`src/rtl/intc_one_sel.sv`:
```
// Interrupt selector for the single-CPU interface: captures source edges, arbitrates by level
// with round-robin tie-break, and sequences the cpuif ack-clear handshake.
module intc_one_sel #(
   parameter int unsigned REG_NUM = 1,
   localparam int unsigned N = REG_NUM * 32
) (
   input  logic           clk,
   input  logic           rst_n,
   input  logic [N-1:0]   irq_i,
   input  logic           nmi_i,
   input  logic           err_i,
   input  logic [4*N-1:0] cfg_level_i,
   input  logic [3:0]     cpu_imask_i,
   output logic           sl_req_o,
   output logic [4:0]     sl_level_o,
   output logic [7:0]     sl_vec_o,
   input  logic           cp_intack_nmi_i,
   input  logic           cp_intack_err_i,
   input  logic [N-1:0]   cp_intack_i,
   input  logic           cp_intack_all_i,
   output logic           sync_cpu_int_o,
   output logic [N-1:0]   pend_o
);
   localparam int unsigned IdxW = $clog2(N);

   typedef enum logic [1:0] {StIdle, StReq, StSync, StWait} state_e;

   state_e          r_state, w_state_d;
   logic [N-1:0]    r_irq_prev, r_pend, w_pend_d;
   logic            r_nmi_prev, r_err_prev, r_nmi_pend, r_err_pend;
   logic            w_nmi_pend_d, w_err_pend_d;
   logic [IdxW-1:0] r_rr_ptr, w_rr_ptr_d;
   logic            r_req, w_req_d;
   logic [4:0]      r_level, w_level_d;
   logic [7:0]      r_vec, w_vec_d;
   logic            w_ack;
   logic            w_norm_found;
   logic [3:0]      w_norm_level;
   logic [IdxW-1:0] w_norm_idx;
   logic            w_win_found;
   logic [4:0]      w_win_level;
   logic [7:0]      w_win_vec;

   assign w_ack = (r_state == StReq) && cp_intack_all_i;

   // A fresh edge wins over a clear landing in the same cycle
   assign w_pend_d     = (r_pend & ~(cp_intack_i & {N{w_ack}})) | (irq_i & ~r_irq_prev);
   assign w_nmi_pend_d = (r_nmi_pend & ~(cp_intack_nmi_i & w_ack)) | (nmi_i & ~r_nmi_prev);
   assign w_err_pend_d = (r_err_pend & ~(cp_intack_err_i & w_ack)) | (err_i & ~r_err_prev);

   // Scan starts at rr_ptr; strict '>' keeps the first hit in round-robin order on equal levels
   always_comb begin
      logic [IdxW:0]   idx_sum;
      logic [IdxW-1:0] idx;
      logic [3:0]      lv;
      w_norm_found = 1'b0;
      w_norm_level = '0;
      w_norm_idx   = '0;
      idx_sum      = '0;
      idx          = '0;
      lv           = '0;
      for (int unsigned i = 0; i < N; i++) begin
         idx_sum = {1'b0, r_rr_ptr} + (IdxW+1)'(i);
         if (idx_sum >= (IdxW+1)'(N)) idx_sum = idx_sum - (IdxW+1)'(N);
         idx = idx_sum[IdxW-1:0];
         lv  = cfg_level_i[{idx, 2'b00} +: 4];
         if (r_pend[idx] && (lv != 4'd0) && (lv > cpu_imask_i) && (lv > w_norm_level)) begin
            w_norm_found = 1'b1;
            w_norm_level = lv;
            w_norm_idx   = idx;
         end
      end
   end

   always_comb begin
      w_win_found = 1'b1;
      w_win_level = 5'd16;
      w_win_vec   = 8'd9;
      if (r_err_pend) begin
         w_win_vec = 8'd9;
      end else if (r_nmi_pend) begin
         w_win_vec = 8'd11;
      end else if (w_norm_found) begin
         w_win_level = {1'b0, w_norm_level};
         w_win_vec   = 8'd64 + 8'(w_norm_idx);
      end else begin
         w_win_found = 1'b0;
      end
   end

   always_comb begin
      w_rr_ptr_d = r_rr_ptr;
      if (w_ack) begin
         for (int unsigned i = 0; i < N; i++) begin
            if (cp_intack_i[i]) w_rr_ptr_d = (i == N - 1) ? '0 : IdxW'(i + 1);
         end
      end
   end

   always_comb begin
      w_state_d = r_state;
      w_req_d   = r_req;
      w_level_d = r_level;
      w_vec_d   = r_vec;
      unique case (r_state)
         StIdle: begin
            if (w_win_found) begin
               w_req_d   = 1'b1;
               w_level_d = w_win_level;
               w_vec_d   = w_win_vec;
               w_state_d = StReq;
            end
         end
         StReq: begin
            if (cp_intack_all_i) begin
               w_req_d   = 1'b0;
               w_state_d = StSync;
            end else if (w_win_found) begin
               w_level_d = w_win_level;
               w_vec_d   = w_win_vec;
            end else begin
               w_req_d   = 1'b0;
               w_state_d = StIdle;
            end
         end
         StSync: w_state_d = StWait;
         StWait: begin
            if (!cp_intack_all_i) w_state_d = StIdle;
         end
         default: w_state_d = StIdle;
      endcase
   end

   always_ff @(posedge clk or negedge rst_n) begin
      if (!rst_n) begin
         r_state    <= StIdle;
         r_irq_prev <= '0;
         r_nmi_prev <= 1'b0;
         r_err_prev <= 1'b0;
         r_pend     <= '0;
         r_nmi_pend <= 1'b0;
         r_err_pend <= 1'b0;
         r_rr_ptr   <= '0;
         r_req      <= 1'b0;
         r_level    <= '0;
         r_vec      <= '0;
      end else begin
         r_state    <= w_state_d;
         r_irq_prev <= irq_i;
         r_nmi_prev <= nmi_i;
         r_err_prev <= err_i;
         r_pend     <= w_pend_d;
         r_nmi_pend <= w_nmi_pend_d;
         r_err_pend <= w_err_pend_d;
         r_rr_ptr   <= w_rr_ptr_d;
         r_req      <= w_req_d;
         r_level    <= w_level_d;
         r_vec      <= w_vec_d;
      end
   end

   assign sl_req_o       = r_req;
   assign sl_level_o     = r_level;
   assign sl_vec_o       = r_vec;
   assign sync_cpu_int_o = (r_state == StSync);
   assign pend_o         = r_pend;

endmodule

```
`config.mk`:
```
export PLATFORM = sky130hd
export DESIGN_NAME = intc_one_sel
export DESIGN_NICKNAME = d
export VERILOG_FILES = /design/src/rtl/intc_one_sel.sv
export SDC_FILE = /design/constraint.sdc
export NUM_CORES = 1
export LEC_CHECK = 0
export CAP_MARGIN = 40
export CORE_ASPECT_RATIO = 0.7
export CORE_MARGIN = 4
export CORE_UTILIZATION = 44
export DETAILED_ROUTE_END_ITERATION = 8
export SYNTH_ARGS = -nofsm -noshare
export SYNTH_HDL_FRONTEND = slang
export SYNTH_SLANG_ARGS = --single-unit
```
`constraint.sdc`:
```
create_clock -name clk -period 112.7 [get_ports clk]
set_input_delay 33.81 -clock clk [delete_from_list [all_inputs] [get_ports clk]]
set_output_delay 33.81 -clock clk [all_outputs]
set_load 0.005 [all_outputs]
```
==> metrics.txt <==
layout cells sized above 1 13.57%; Final Hold Fails 0; antenna viol nets, final 0; area growth from synthesis to layout 14.84%; Bufs and invs on worst path 7; critical path class in2reg; initial antenna violation count 7; worst skew pair latency 0.37 ns; RSZ-0062 raised after global routing false; root buffer cell clkbuf_16; # DRC 0; post-synthesis sequential area ratio 8.683%; critical path's largest stage delay 0.77 ns; status finished clean; gr usage total 38.10%; Die W 293.3 um; Final min period 96.21 ns; EDFF count, synth 0; grt ovf 0; Worst Clk Skew 0.007495 ns; post-route setup TNS 0 ns; CTS Hold Bufs 0; core area 55,760 um^2; Netlist cell types 120; wire per inst 29.73 um; Port Buffers 247; worst min path class reg2reg; final net count 3,774; Worst EP arrival 96.47 ns; Syn Std Cell Area 25,070 um^2; final setup fails 0; # rows 72; CP Data Required Time 112.96 ns; CP delay by family, top compound AO/OA/AOI/OAI gates; cts repair resizes 0; Max Cap Violations 0; Final period util 85.37%; full die area 60,930 um^2; DPL Wire Length 100,600 um; slowest CP cell o41ai_1; Final Max Tran Viols 0; Max-slew headroom 27.36%; largest net degree at the start of global routing 89; Worst Setup Start Kind input port; initial cell density of the core 44.96%; Clock Path Buffers 2; most frequent CP cell ha_1; Post-CTS Setup Bufs 0; Synth Warn # 0; Placer Congestion 1.070; fmax 0.01039 GHz; CTS tree done; Slew @ Worst Pin 1.078 ns; CP Capture Type flip-flop; number of vias per cell 6.924; I/O Pins 250; vias after detailed routing 28.47k; ys async rst share 100.0%; critical-path maximum fanout 18; vias in the first global route 25.67k; top_reg_cell synth dfrtp_1; Num CTS Buffers 9; clk sinks 87; drt first pass iters 6; synthesized area per cell 7.889 um^2; H-tree levels 3; initial drt markers 4,124; Yosys reg bits 87; clk slew on worst S/H paths 0.07 ns; Chip Height 207.7 um; Syn Inst Count 3,178; wire length of the first global-routing pass 174,900 um; Routed Wire Length 122,300 um
sequential cells by signal (all words and copies together), names as in the netlist, named ones only:
register    cells
pend_o         32
r_err_pend      1
r_err_prev      1
r_irq_prev     32
r_nmi_pend      1
r_nmi_prev      1
r_rr_ptr        5
r_state         1
sl_level_o      5
sl_req_o        1
sl_vec_o        6
kinds of logic (layout without fill, tap and decap cells):
group	after synthesis	count (layout)	share of synthesized area (%)
xor+xnor	45	45	1.602
mux	508	508	28.72
fa+ha+maj	209	209	10.42
simple gates	1130	1130	20.88
flops	87	87	8.683
other cells	1	6	0.01496
buf+inv	330	519	5.439
compound gates	868	868	24.23
per-stage QoR:
stage	instances	worst slack [ns]	hold slack, ns	util, %	area [um^2]
floorplan	3179	29.57	0.3996	-	25080
global placement	4074	18.97	0.4015	50.87	28370
detailed placement	4087	18.14	0.4080	51.01	28440
CTS	4103	18.33	0.4178	51.57	28760
global route	4112	13.08	0.4285	51.63	28790
finish	4112	16.49	0.4160	51.63	28790
worst register-to-register path, delay by kind of cell (launching register included):
kind | cells | cell delay (ns)
mux | 8 | 3.11
fa+ha+maj | 32 | 10.90
simple gates | 82 | 16.92
xor+xnor | 1 | 0.15
buf+inv | 10 | 2.71
flops | 1 | 0.98
compound gates | 102 | 29.63
final timing paths:
kind / startpoint / to / slack, ns / cells past startpoint
worst min register to register: r_irq_prev[13]$_DFF_PN0_ / pend_o[13]$_DFF_PN0_ / 0.42 / 1
worst min-delay path: r_irq_prev[13]$_DFF_PN0_ / pend_o[13]$_DFF_PN0_ / 0.42 / 1
worst max-delay path: cfg_level_i[31] / sl_vec_o[4]$_DFFE_PN0P_ / 16.49 / 239
worst max register to register: r_rr_ptr[0]$_DFFE_PN0P_ / sl_vec_o[4]$_DFFE_PN0P_ / 48.20 / 235
min in group asynchronous: rst_n / pend_o[9]$_DFF_PN0_ / 33.40 / 1
max in group asynchronous: rst_n / pend_o[17]$_DFF_PN0_ / 78.29 / 2
area by class of cell:
type / instances / area [um^2]
diodes: 4 / 10.01
clock buffers: 9 / 225.2
clock inverters: 7 / 86.33
fillers: 5267 / 26970
inverters: 175 / 656.9
multi-input cells: 2762 / 21650
flip-flops and latches: 87 / 2187
well taps: 740 / 925.9
repair buffers: 328 / 3053
metal layers:
metal  global-route usage [%]  share of wire, %
met5                        0             0.011
met4                    12.09               3.7
met3                    10.63                13
met2                    54.95                41
met1                    54.90                42
placed cells by master, fill, tap and decap left out, types with 13 or more instances in the layout:
| master | synthesis | routed |
|---|---|---|
| nand3_1 | 70 | 70 |
| or3_1 | 14 | 14 |
| xnor2_1 | 34 | 25 |
| or2_2 | 16 | 16 |
| mux2i_1 | 240 | 240 |
| a211oi_1 | 31 | 30 |
| mux2_2 | 93 | 93 |
| a22oi_1 | 22 | 22 |
| nor4_1 | 25 | 25 |
| nor2b_1 | 53 | 53 |
| and2_1 | 20 | 20 |
| nor2_1 | 241 | 240 |
| ha_1 | 208 | 206 |
| o31a_1 | 13 | 13 |
| and3_1 | 19 | 19 |
| o211ai_1 | 47 | 47 |
| dfrtp_1 | 87 | 83 |
| o22ai_1 | 13 | 13 |
| or4_1 | 15 | 15 |
| nand2b_1 | 48 | 48 |
| o21a_1 | 27 | 27 |
| buf_4 | 16 | 68 |
| nor3_1 | 72 | 72 |
| a21oi_1 | 174 | 174 |
| buf_2 | 22 | 14 |
| inv_1 | 169 | 168 |
| o31ai_1 | 19 | 19 |
| mux2_1 | 16 | 16 |
| a31oi_1 | 28 | 28 |
| clkdlybuf4s50_1 | 0 | 245 |
| a21o_1 | 18 | 18 |
| mux4_2 | 157 | 157 |
| a41o_1 | 16 | 16 |
| o21ai_1 | 17 | 17 |
| nand2_1 | 462 | 462 |
| a41oi_1 | 19 | 19 |
| nand4_1 | 33 | 33 |
| o21ai_0 | 231 | 231 |
Yosys cell counts (10+ instances only):
cell,n,share of area [%]
nand2_1,462,6.9
nor2_1,241,3.6
mux2i_1,240,9.6
o21ai_0,231,4.6
ha_1,208,10
a21oi_1,174,3.5
inv_1,169,2.5
mux4_2,157,14
clkbuf_1,96,1.4
mux2_2,93,4.2
dfrtp_1,87,8.7
nor3_1,72,1.4
nand3_1,70,1.4
nor2b_1,53,1.3
nand2b_1,48,1.2
o211ai_1,47,1.4
xnor2_1,34,1.2
nand4_1,33,0.82
a211oi_1,31,0.93
a31oi_1,28,0.70
o21a_1,27,0.81
nor4_1,25,0.62
a22oi_1,22,0.66
buf_2,22,0.44
and2_1,20,0.50
a41oi_1,19,0.66
and3_1,19,0.47
o31ai_1,19,0.57
a21o_1,18,0.54
o21ai_1,17,0.34
a41o_1,16,0.64
buf_1,16,0.24
buf_4,16,0.48
mux2_1,16,0.72
or2_2,16,0.40
or4_1,15,0.45
or3_1,14,0.35
o22ai_1,13,0.32
o31a_1,13,0.45
a211o_1,10,0.35
o211a_1,10,0.40
o221ai_1,10,0.35
xor2_1,10,0.35
Power is left out: the tool's default activity adds up to more than one toggle a clock period on the data nets, which glitch-free logic cannot reach.
